File: config.mk
export PLATFORM = sky130hd
export DESIGN_NAME = rr_arbiter4
export DESIGN_NICKNAME = d
export VERILOG_FILES = /design/src/rtl/arb_pkg.sv /design/src/rtl/rr_pick.sv /design/src/rtl/rr_arbiter4.sv
export SDC_FILE = /design/constraint.sdc
export NUM_CORES = 1
export LEC_CHECK = 0
export ABC_CLOCK_PERIOD_IN_PS = 5100
export BUFFER_PORTS_ARGS = -buffer_cell sky130_fd_sc_hd__buf_2
export CORE_MARGIN = 3
export CORE_UTILIZATION = 56
export CTS_CLUSTER_DIAMETER = 150
export CTS_CLUSTER_SIZE = 20
export DETAILED_ROUTE_END_ITERATION = 10
export PLACE_DENSITY = 0.78
export SLEW_MARGIN = 0
export SYNTH_ARGS = -nofsm -noshare
export SYNTH_HDL_FRONTEND = slang
export SYNTH_HIERARCHICAL = 1
export SYNTH_SLANG_ARGS = --single-unit
export TNS_END_PERCENT = 20
File: constraint.sdc
create_clock -name clk -period 5.1 [get_ports clk]
set_input_delay 1.02 -clock clk [delete_from_list [all_inputs] [get_ports clk]]
set_output_delay 1.02 -clock clk [all_outputs]
set_load 0.02 [all_outputs]
File: src/rtl/arb_pkg.sv
// Shared definitions for the 4-way round-robin arbiter: sizes, FSM encoding
// and a small index-to-one-hot helper.
package arb_pkg;

  localparam int unsigned NUM_REQ = 4;
  localparam int unsigned PTR_W   = 2;

  typedef enum logic [1:0] {
    StIdle  = 2'b00,
    StGrant = 2'b01,
    StGap   = 2'b10
  } arb_state_e;

  function automatic logic [NUM_REQ-1:0] idx_to_onehot(input logic [PTR_W-1:0] idx);
    logic [NUM_REQ-1:0] oh;
    oh      = '0;
    oh[idx] = 1'b1;
    return oh;
  endfunction

endpackage

File: src/rtl/rr_pick.sv
// Rotating-priority selector: returns the first set req bit at or after ptr,
// scanning upward modulo NUM_REQ.
module rr_pick
  import arb_pkg::*;
(
  input  logic [NUM_REQ-1:0] req,
  input  logic [PTR_W-1:0]   ptr,
  output logic               found,
  output logic [PTR_W-1:0]   idx
);

  always_comb begin
    found = |req;
    idx   = '0;
    // Walk from the farthest offset down so the nearest candidate wins last.
    for (int i = NUM_REQ - 1; i >= 0; i--) begin
      if (req[ptr + PTR_W'(i)]) begin
        idx = ptr + PTR_W'(i);
      end
    end
  end

endmodule

File: src/rtl/rr_arbiter4.sv
// Four-requester round-robin arbiter with a registered one-hot grant, a
// one-cycle gap between grants and a hold-time limit that revokes stuck grants.
module rr_arbiter4
  import arb_pkg::*;
#(
  parameter int unsigned HOLD_MAX = 16
) (
  input  logic               clk,
  input  logic               reset_n,
  input  logic [NUM_REQ-1:0] req,
  input  logic [NUM_REQ-1:0] done,
  output logic [NUM_REQ-1:0] gnt,
  output logic               gnt_valid,
  output logic [PTR_W-1:0]   gnt_id,
  output logic               timeout
);

  localparam logic [7:0] HoldLast = 8'(HOLD_MAX - 1);

  arb_state_e         state_q, state_d;
  logic [PTR_W-1:0]   ptr_q, ptr_d;
  logic [7:0]         hold_q, hold_d;
  logic [NUM_REQ-1:0] gnt_q, gnt_d;
  logic [PTR_W-1:0]   gnt_id_q, gnt_id_d;
  logic               timeout_q, timeout_d;

  logic             pick_found;
  logic [PTR_W-1:0] pick_idx;
  logic             rel;
  logic             expire;

  rr_pick u_pick (
    .req   (req),
    .ptr   (ptr_q),
    .found (pick_found),
    .idx   (pick_idx)
  );

  assign rel    = done[gnt_id_q] | ~req[gnt_id_q];
  assign expire = (hold_q == HoldLast);

  always_comb begin
    state_d   = state_q;
    ptr_d     = ptr_q;
    hold_d    = hold_q;
    gnt_d     = gnt_q;
    gnt_id_d  = gnt_id_q;
    timeout_d = 1'b0;
    unique case (state_q)
      StIdle, StGap: begin
        hold_d = '0;
        if (pick_found) begin
          state_d  = StGrant;
          gnt_d    = idx_to_onehot(pick_idx);
          gnt_id_d = pick_idx;
        end else begin
          state_d  = StIdle;
          gnt_d    = '0;
          gnt_id_d = '0;
        end
      end
      StGrant: begin
        if (rel || expire) begin
          state_d   = StGap;
          gnt_d     = '0;
          gnt_id_d  = '0;
          hold_d    = '0;
          ptr_d     = gnt_id_q + PTR_W'(1);
          // A release coinciding with expiry is treated as a normal release.
          timeout_d = ~rel;
        end else if (hold_q != 8'hFF) begin
          hold_d = hold_q + 8'd1;
        end
      end
      default: begin
        state_d  = StIdle;
        gnt_d    = '0;
        gnt_id_d = '0;
        hold_d   = '0;
      end
    endcase
  end

  always_ff @(posedge clk or negedge reset_n) begin
    if (!reset_n) begin
      state_q   <= StIdle;
      ptr_q     <= '0;
      hold_q    <= '0;
      gnt_q     <= '0;
      gnt_id_q  <= '0;
      timeout_q <= 1'b0;
    end else begin
      state_q   <= state_d;
      ptr_q     <= ptr_d;
      hold_q    <= hold_d;
      gnt_q     <= gnt_d;
      gnt_id_q  <= gnt_id_d;
      timeout_q <= timeout_d;
    end
  end

  assign gnt       = gnt_q;
  assign gnt_valid = |gnt_q;
  assign gnt_id    = gnt_id_q;
  assign timeout   = timeout_q;

endmodule

# [Word-level counts from Yosys, hierarchy flattened]
# Cells that the tools add are included.
[totals] reg_bits=19 input_bits=10 wordCells=66
[classes] n_addsub=5 order_cmp=7 eq_ne=6 muxes=32 n_bitwise=3 n_reduce_logical=7
[ops] operator="2-to-1 mux 8 bit" n=3
[ops] operator="< comparator 2 x 3 -> 1 bit (second input constant)" n=6
[ops] operator="2-to-1 mux 2 bit" n=7
[ops] operator="binary-select mux 1 bit (select 2 bit)" n=6
[ops] operator="2-to-1 mux 1 bit" n=10
[ops] operator="adder 8 x 1 -> 8 bit (second input constant)" n=1
[ops] operator="== test 8 x 4 -> 1 bit (second input constant)" n=1
[ops] operator="2-to-1 mux 4 bit" n=2
[ops] operator="inequality test 8 bit (second input constant)" n=1
[ops] operator="case mux 2 bit (2 select lines)" n=2
[ops] operator="case mux 4 bit (2 select lines)" n=1
[ops] operator="OR reduction 4 bit" n=2
[ops] operator="adder 2 x 1 -> 2 bit (second input constant)" n=2
[ops] operator="adder 2 bit (second input constant)" n=2
[ops] operator="inequality test 3 bit (second input constant)" n=1
[ops] operator="demux 1 bit (select 2 bit)" n=1
[ops] operator="== test 2 x 1 -> 1 bit (second input constant)" n=1
[ops] operator="== test 2 bit (second input constant)" n=1
[ops] operator="greater-or-equal comparator 2 x 1 -> 1 bit (second input constant)" n=1
[ops] operator="logical NOT 2 bit" n=1
[ops] operator="inequality test 2 bit (second input constant)" n=1
[ops] operator="NOT 1 bit" n=2
[ops] operator="AND reduction 2 bit" n=1
[ops] operator="OR reduction 2 bit" n=1
[ops] operator="3 further kinds" n=3

# [Longest topological paths before layout]
# Gate-level depths: netlist of the first run.
[depth] word_depth=13 ltp_mapped=7

# [Modules after synthesis]
# The synthesis of the first run kept the hierarchy.
[modules_own_cells] module="rr_arbiter4" n_inst=1 cells_each=105 area_per_inst_um2=1156.1 seq_area_each_um2=475.5
[modules_own_cells] module="rr_pick" n_inst=1 cells_each=13 area_per_inst_um2=77.6 seq_area_each_um2=0.0

# [Least setup slack after synthesis of the first run]
# Ideal clock, no wire load.
[synth_path] path_type="input to register" start="input req[2]" end="register state_q[0]" t_arrival_ns=1.859 slack_ns=3.117 path_stages=5 n_path_buf=1 path_cell_list="nor2b_1 o21a_1 o211ai_4 buf_6 o21bai_1"
[synth_between] elab_chain_cells=6 word_cells_on_any_way=9 cone_classes="eq/ne: 1; mux: 4; bitwise: 2; reduce/logical: 2"
[synth_rtl] element="start, declared" line="rr_arbiter4.sv:10" text="input logic [NUM_REQ-1:0] req,"
[synth_rtl] element="binary-select mux 1 bit (select 2 bit)" line="rr_arbiter4.sv:39" text="assign rel = done[gnt_id_q] | ~req[gnt_id_q];"
[synth_rtl] element="2-to-1 mux 1 bit (implied by the code)" line="rr_arbiter4.sv:39"
[synth_rtl] element="NOT 1 bit" line="rr_arbiter4.sv:39"
[synth_rtl] element="OR 1 bit" line="rr_arbiter4.sv:39"
[synth_rtl] element="logical OR 1 bit" line="rr_arbiter4.sv:63" text="if (rel || expire) begin"
[synth_rtl] element="inequality test 2 bit (no line)"
[synth_rtl] element="end signal, assigned" line="rr_arbiter4.sv:86" text="state_q <= StIdle;"
[synth_rtl] element="end signal, assigned" line="rr_arbiter4.sv:93" text="state_q <= state_d;"
[synth_rtl] element="end, declared" line="rr_arbiter4.sv:20" text="arb_state_e state_q, state_d;"
# Several ways; a longest one is shown, not always the timed one. The select of a mux whose other input is x is not followed.
# A chain may end at the register's enable or synchronous reset.

# [Final worst setup path of the first run]
[layout_path] start="register gnt_id_q[0] (netlist: gnt_id[0])" end="output gnt_id[0]"
[layout_lines] element="start, declared" line="rr_arbiter4.sv:24" text="logic [PTR_W-1:0] gnt_id_q, gnt_id_d;"
[layout_lines] element="start signal, assigned" line="rr_arbiter4.sv:97" text="gnt_id_q <= gnt_id_d;"
[layout_lines] element="end, declared" line="rr_arbiter4.sv:14" text="output logic [PTR_W-1:0] gnt_id,"
# No word-level cell between the ends.

==> impl_metrics.py, run 1 <==
metrics = {
    "power_and_ir_drop": {
        "ir_worst_vdd_mv": 0.337,
        "power_leakage_nw": 0.558,
        "power_density_mw_per_mm2": 460,
    },
    "yosys": {
        "synth_ff_type": "dfrtp_1",
        "share_of_the_synthesized_area_in_the_top_cell_type": 0.385,
        "async_flop_share": 1.00,
        "yosys.cell_types.count": 47,
        "mapped_area_mm2": 0.00123,
        "netlist_instances": 118,
        "synth-warning-count": 6,
        "synth_top_cell_by_area": "dfrtp_1",
        "synth-seq-cells": 19,
        "synth_fp_nets": 129,
        "cells_taking_the_most_area_after_synthesis": "dfrtp_1 (39%), o31ai_4 (3.4%), nor3_2 (3.2%)",
        "yosysSeqAreaShare": 0.385,
        "avgSynthCellArea_um2": 10.5,
        "edff_count_synth": 0,
    },
    "sta": {
        "setup-violations-final": 0,
        "finalHoldViolCount": 0,
        "finalSetupTns_ps": 0,
        "skew_ps": 4.58,
        "period_needed_ps": 2130,
        "fmax_mhz": 471,
        "maxSlewHeadroom": 0.565,
        "drv_slew": 0,
        "grt_setup_unrepaired": "false",
        "period_share": 0.417,
        "worst-slew-pin-transition_ps": 649,
    },
    "flow_run": {
        "cap_viol_max_count": 0,
    },
    "place": {
        "dp_hpwl_um": 1840,
        "placement.io_buffers": 17,
        "finalWeightedCongestion": 0.865,
    },
    "worst_setup_path": {
        "cp-start-kind": "flop",
        "crit_fanout": 10,
        "cp_cell_sequence": "buf_2",
        "timing.critical_path.max_delay_family": "flip-flops",
        "worst-endpoint-required_ps": 4080,
        "setup.worst_path.start": "gnt_id[0]",
        "crit_arrival_ps": 1110,
        "regToRegEndpoint": "gnt[1]",
        "critical-path-max-stage-delay_ps": 580,
        "timing.rr.start": "gnt_id[0]",
        "timing.critical_path.buf_inv": 1,
        "worst-setup-path-type": "reg -> out",
        "cp_slowest_cell": "dfrtp_1",
        "worst_setup_ep_type": "primary output",
        "setup.reg_to_reg.worst_slack_ps": 3420,
        "timing.reg2reg.worst_path_depth": 4,
    },
    "clocking": {
        "cts-buffers-inserted": 3,
        "postCtsResizedCells": 0,
        "ctsHoldBuffers": 0,
        "htree_num_levels": 1,
        "cts_num_sinks": 19,
        "clock_latency_reported_for_the_late_side_of_the_worst_skew_pair_ps": 290,
        "cts_tree": "built",
        "clock-root-buffer": "clkbuf_4",
        "cts_setup_buffers": 0,
        "cts_max_path_buffers": 2,
        "clkSlewWorstSetupHoldPaths_ps": 100,
    },
    "drt": {
        "num_vias": 971,
        "initialDrtViolationCount": 20,
        "met2WireLength_um": 1220,
        "routed_via_density": 6.07,
        "wire_per_inst_um": 15.0,
        "drt_wl_total_um": 2400,
        "met1Wirelength_um": 1050,
        "drc": 0,
        "ant_nets": 0,
        "dr.pass1.iters": 4,
        "top_layer_used": "met4",
        "met3WireLength_um": 104,
    },
    "grt": {
        "antenna_found_initial": 0,
        "grt_first_pass_wirelength_um": 3870,
        "grt.overflow.total": 0,
        "globalRouteTotalUtil": 0.190,
        "grt_pass1_vias": 862,
        "grt_max_degree": 20,
    },
    "floorplan": {
        "fp-row-count": 16,
        "initial_utilization": 0.610,
        "core_region_area_mm2": 0.00202,
        "die-height_um": 52.9,
        "design.portCount": 18,
        "full_die_area_mm2": 0.00280,
        "die_width_um": 52.9,
    },
    "hold_path": {
        "hold-path-cell-count": 2,
        "timing.hold.worst.start": "gnt[3]",
        "timing.hold.worst_endpoint": "gnt[3]",
        "worstHoldPathType": "reg -> reg",
    },
    "final_layout": {
        "post-route-util": 0.645,
        "diodes": 0,
        "fillCellCount": 170,
        "final_layout_size_suffix_gt1_frac": 0.286,
        "fin_nets": 145,
        "area_growth_from_synthesis_to_layout_pct": 5.78,
    },
    "run_status": {
        "status": "completed",
    },
}
-- sequential cells by signal, indices dropped and copies added (netlist names) --
signal   cells
gnt_id       2
hold_q       8
gnt          4
ptr_q        2
timeout      1
state_q      2
-- metrics by stage --
stage / area (um2) / setup slack, ps / cells / power, mW / hold slack [ps]
floorplan: 1230 / 3120 / 118 / 0.457 / 548
global placement: 1280 / 2800 / 156 / 0.515 / 556
detailed placement: 1280 / 2760 / 156 / 0.530 / 563
CTS: 1310 / 2970 / 160 / 0.604 / 584
global route: 1310 / 2920 / 160 / 0.643 / 598
finish: 1310 / 2970 / 160 / 0.600 / 580
-- cell usage in the layout (no fill, tap or decap), types with 3 or more instances in the layout --
cell type	synthesis	final
buf_2	1	17
clkbuf_4	0	3
dfrtp_1	19	19
inv_1	8	8
nand2_1	8	8
nand2b_1	3	3
nand3_1	5	5
nand4_1	3	3
nor2_1	10	10
nor2b_1	3	3
nor3_2	4	4
o211ai_1	3	3
o21ai_0	4	4
o31ai_2	3	3
-- layout make-up --
cell class | count | area, um2 | area share
tap | 27 | 33.8 | 0.0259
sequential | 19 | 475 | 0.364
inverter | 8 | 30.0 | 0.0230
clock buffer | 4 | 26.3 | 0.0201
timing repair buffer | 17 | 85.1 | 0.0652
multi-input combinational | 85 | 654 | 0.501
-- worst max path at each step --
stage	endpoint	slack, ps	depth (start not counted)
after floorplan	state_q[0]	3120	5
after global placement	gnt[2]	2800	5
after detailed placement	gnt[2]	2760	5
after CTS	gnt_id[0]	2970	1
after global routing	gnt_id[0]	2920	1
final	gnt_id[0]	2970	1
-- Yosys cell counts (2+ instances only) --
library cell  instances
a31oi_1               2
nor2b_1               3
inv_1                 8
o31ai_2               3
o31ai_4               2
a21oi_1               2
nor3_2                4
o21a_1                2
mux2i_1               2
nand4_1               3
nand2_1               8
o21ai_0               4
buf_6                 3
dfrtp_1              19
nand3_1               5
o32ai_1               2
nand2b_1              3
nor4_1                2
o211ai_1              3
nor2_1               10
nor3b_1               2
-- metal layers --
metal | GRT usage | up-vias
met5 | 0 | -
met3 | 0.0592 | 4
li1 | - | 464
met2 | 0.295 | 19
met1 | 0.252 | 484
met4 | 0.0553 | 0
-- report_power, final --
| part | internal (mW) | total, mW | switching [mW] |
|---|---|---|---|
| clock network | 0.0304 | 0.0722 | 0.0418 |
| registers | 0.189 | 0.243 | 0.0532 |
| logic | 0.114 | 0.285 | 0.171 |
-- logic make-up after synthesis --
group	Yosys count	synth area share
AND/OR/NAND/NOR	52	0.281
XOR/XNOR	2	0.0142
AO/OA/AOI/OAI	28	0.209
multiplexers	2	0.0162
buffers and inverters	14	0.0842
adder cells (fa/ha/maj)	1	0.0101
flip-flops	19	0.385
Note: power is estimated with default switching activity, not from simulation.
==> run 2, diff against run 1 <==
--- a/config.mk
+++ b/config.mk
@@ -5,14 +5,15 @@
 export SDC_FILE = /design/constraint.sdc
 export NUM_CORES = 1
 export LEC_CHECK = 0
-export ABC_CLOCK_PERIOD_IN_PS = 5100
+export ABC_AREA = 1
+export ABC_CLOCK_PERIOD_IN_PS = 2100
 export BUFFER_PORTS_ARGS = -buffer_cell sky130_fd_sc_hd__buf_2
 export CORE_MARGIN = 3
-export CORE_UTILIZATION = 56
+export CORE_UTILIZATION = 55
 export CTS_CLUSTER_DIAMETER = 150
 export CTS_CLUSTER_SIZE = 20
 export DETAILED_ROUTE_END_ITERATION = 10
-export PLACE_DENSITY = 0.78
+export PLACE_DENSITY = 0.77
 export SLEW_MARGIN = 0
 export SYNTH_ARGS = -nofsm -noshare
 export SYNTH_HDL_FRONTEND = slang
==> constraint.sdc (replaced) <==
create_clock -name clk -period 2.1 [get_ports clk]
set_input_delay 0.42 -clock clk [delete_from_list [all_inputs] [get_ports clk]]
set_output_delay 0.42 -clock clk [all_outputs]
set_load 0.02 [all_outputs]
==> run 2 against run 1 <==
  * Combinational power increased to 3.0 times the previous value
  * Clock skew decreased by 2.2 ps
  * Global-route usage increased by 2.5 points
  * Utilization increased by 1.7 points
  * Critical endpoint is now gnt_valid
  * Highest routed layer unchanged
==> impl_metrics.py, run 2 <==
metrics = {
    "final_layout": {
        "layout.cells.most_common": "nand2_1",
        "diodes": 0,
        "area_growth_from_synthesis_to_layout_pct": 10.9,
        "flip_flop_count_of_the_largest_register_after_layout": 8,
        "fin_nets": 209,
        "mostFrequentLayoutCells": "nand2_1 (62), inv_1 (29), nand3_1 (28), dfrtp_1 (19), buf_2 (17)",
        "post-route-util": 0.663,
        "regMostFlops": "hold_q",
        "fillCellCount": 182,
        "final_layout_size_suffix_gt1_frac": 0.162,
    },
    "clocking": {
        "cts_setup_buffers": 0,
        "clkSlewWorstSetupHoldPaths_ps": 100,
        "ctsHoldBuffers": 0,
        "clock-root-buffer": "clkbuf_4",
        "cts_max_path_buffers": 2,
        "postCtsResizedCells": 0,
        "cts_tree": "built",
        "htree_num_levels": 1,
        "clock_latency_reported_for_the_late_side_of_the_worst_skew_pair_ps": 280,
        "cts-buffers-inserted": 3,
        "cts_num_sinks": 19,
    },
    "power_and_ir_drop": {
        "power_leakage_nw": 0.816,
        "power_density_mw_per_mm2": 1170,
        "ir_worst_vdd_mv": 0.875,
    },
    "sta": {
        "timing.hold.ws_ps": 44.5,
        "drv_slew": 0,
        "finalHoldViolCount": 0,
        "maxSlewHeadroom": 0.615,
        "period_share": 0.847,
        "fmax_mhz": 562,
        "skew_ps": 2.39,
        "setup-violations-final": 0,
        "grt_setup_unrepaired": "false",
        "finalSetupTns_ps": 0,
        "period_needed_ps": 1780,
        "worst-slew-pin-transition_ps": 576,
    },
    "yosys": {
        "synth-seq-cells": 19,
        "netlist_instances": 177,
        "synth_top_cell_by_area": "dfrtp_1",
        "commonest_cells_post_synth": "nand2_1 (62), inv_1 (29), nand3_1 (28), dfrtp_1 (19), nor2_1 (14)",
        "avgSynthCellArea_um2": 6.83,
        "yosysSeqAreaShare": 0.393,
        "edff_count_synth": 0,
        "cells_taking_the_most_area_after_synthesis": "dfrtp_1 (39%), nand2_1 (19%), nand3_1 (12%)",
        "synthMostInstantiatedCell": "nand2_1",
        "yosys.cell_types.count": 19,
        "synth_fp_nets": 188,
        "synth_ff_type": "dfrtp_1",
        "mapped_area_mm2": 0.00121,
        "async_flop_share": 1.00,
        "synth-warning-count": 6,
        "share_of_the_synthesized_area_in_the_top_cell_type": 0.393,
    },
    "worst_setup_path": {
        "critical-path-max-stage-delay_ps": 510,
        "timing.critical_path.max_delay_family": "simple AND/OR/NAND/NOR gates",
        "regToRegEndpoint": "hold_q[1]",
        "cp_slowest_cell": "or4_1",
        "crit_arrival_ps": 1360,
        "worst-endpoint-required_ps": 1680,
        "setup.reg_to_reg.worst_slack_ps": 370,
        "cp_cell_sequence": "or4_1 > buf_2",
        "timing.critical_path.buf_inv": 1,
        "timing.rr.start": "hold_q[0]",
        "setup.worst_path.start": "gnt[1]",
        "timing.reg2reg.worst_path_depth": 8,
        "worst-setup-path-type": "reg -> out",
        "crit_cells": 2,
        "cp-start-kind": "flop",
        "crit_fanout": 3,
        "setup.worst_path.end": "gnt_valid",
        "worst_setup_ep_type": "primary output",
    },
    "drt": {
        "met2WireLength_um": 1100,
        "met1Wirelength_um": 1250,
        "num_vias": 1130,
        "drc": 0,
        "top_layer_used": "met4",
        "routed_via_density": 5.04,
        "drt_wl_total_um": 2460,
        "wire_per_inst_um": 11.0,
        "ant_nets": 0,
        "initialDrtViolationCount": 22,
        "met3WireLength_um": 104,
        "dr.pass1.iters": 4,
    },
    "place": {
        "dp_hpwl_um": 1960,
        "finalWeightedCongestion": 0.796,
        "placement.io_buffers": 17,
    },
    "grt": {
        "globalRouteTotalUtil": 0.215,
        "antenna_found_initial": 0,
        "grt_first_pass_wirelength_um": 4520,
        "grt_max_degree": 20,
        "grt.overflow.total": 0,
        "grt_pass1_vias": 1056,
    },
    "floorplan": {
        "core_region_area_mm2": 0.00202,
        "die_width_um": 52.9,
        "die-height_um": 52.9,
        "full_die_area_mm2": 0.00280,
        "fp-row-count": 16,
        "design.portCount": 18,
        "initial_utilization": 0.598,
    },
    "hold_path": {
        "worstHoldPathType": "in -> async",
    },
    "flow_run": {
        "cap_viol_max_count": 0,
    },
    "run_status": {
        "status": "completed",
    },
}
## run 2: cell count changes after synthesis, sizes merged, moves of 5 or more
cell / delta
nand3: +28
nor2: +5
o31ai: -5
inv: +22
nand2: +56
## run 2: layout make-up
class,count,area [um2],share of cell area
well taps,27,33.8,0.0252
repair buffers,18,92.6,0.0691
inverters,30,113,0.0840
clock buffers,3,22.5,0.0168
multi-input cells,126,598,0.446
clock inverters,1,5.00,0.00373
flip-flops and latches,19,475,0.355
## run 2: worst min-delay path by stage
stage | start | end
3_5_place_dp | reset_n | hold_q[6]
5_1_grt | reset_n | hold_q[6]
2_1_floorplan | reset_n | gnt[0]
3_3_place_gp | reset_n | timeout
6_report | reset_n | hold_q[6]
4_1_cts | reset_n | hold_q[0]
## run 2: kinds of logic after synthesis
group                    after synthesis  share of synthesized area
AND/OR/NAND/NOR                      117                      0.439
buffers and inverters                 32                      0.112
adder cells (fa/ha/maj)                1                     0.0104
flip-flops                            19                      0.393
XOR/XNOR                               4                     0.0290
AO/OA/AOI/OAI                          4                     0.0166
## run 2: metrics by stage
| step | instances | area, um2 | total power, mW | setup WS (ps) |
|---|---|---|---|---|
| final | 224 | 1340 | 1.57 | 322 |
| after global routing | 224 | 1340 | 1.73 | 203 |
| after CTS | 224 | 1340 | 1.57 | 312 |
| after detailed placement | 220 | 1310 | 1.39 | 407 |
| after global placement | 220 | 1310 | 1.36 | 495 |
| after floorplan | 177 | 1210 | 1.21 | 583 |
## run 2: power breakdown
group          switching (mW)  internal, mW  total, mW
combinational           0.581         0.272      0.853
sequential             0.0895         0.449      0.539
clock                   0.106        0.0706      0.176
total                   0.776         0.792       1.57
## run 2: per-layer routing
layer | track usage | vias up
met4 | 0.0383 | 0
met3 | 0.0310 | 2
met5 | 0 | -
met2 | 0.341 | 22
met1 | 0.315 | 516
li1 | - | 590
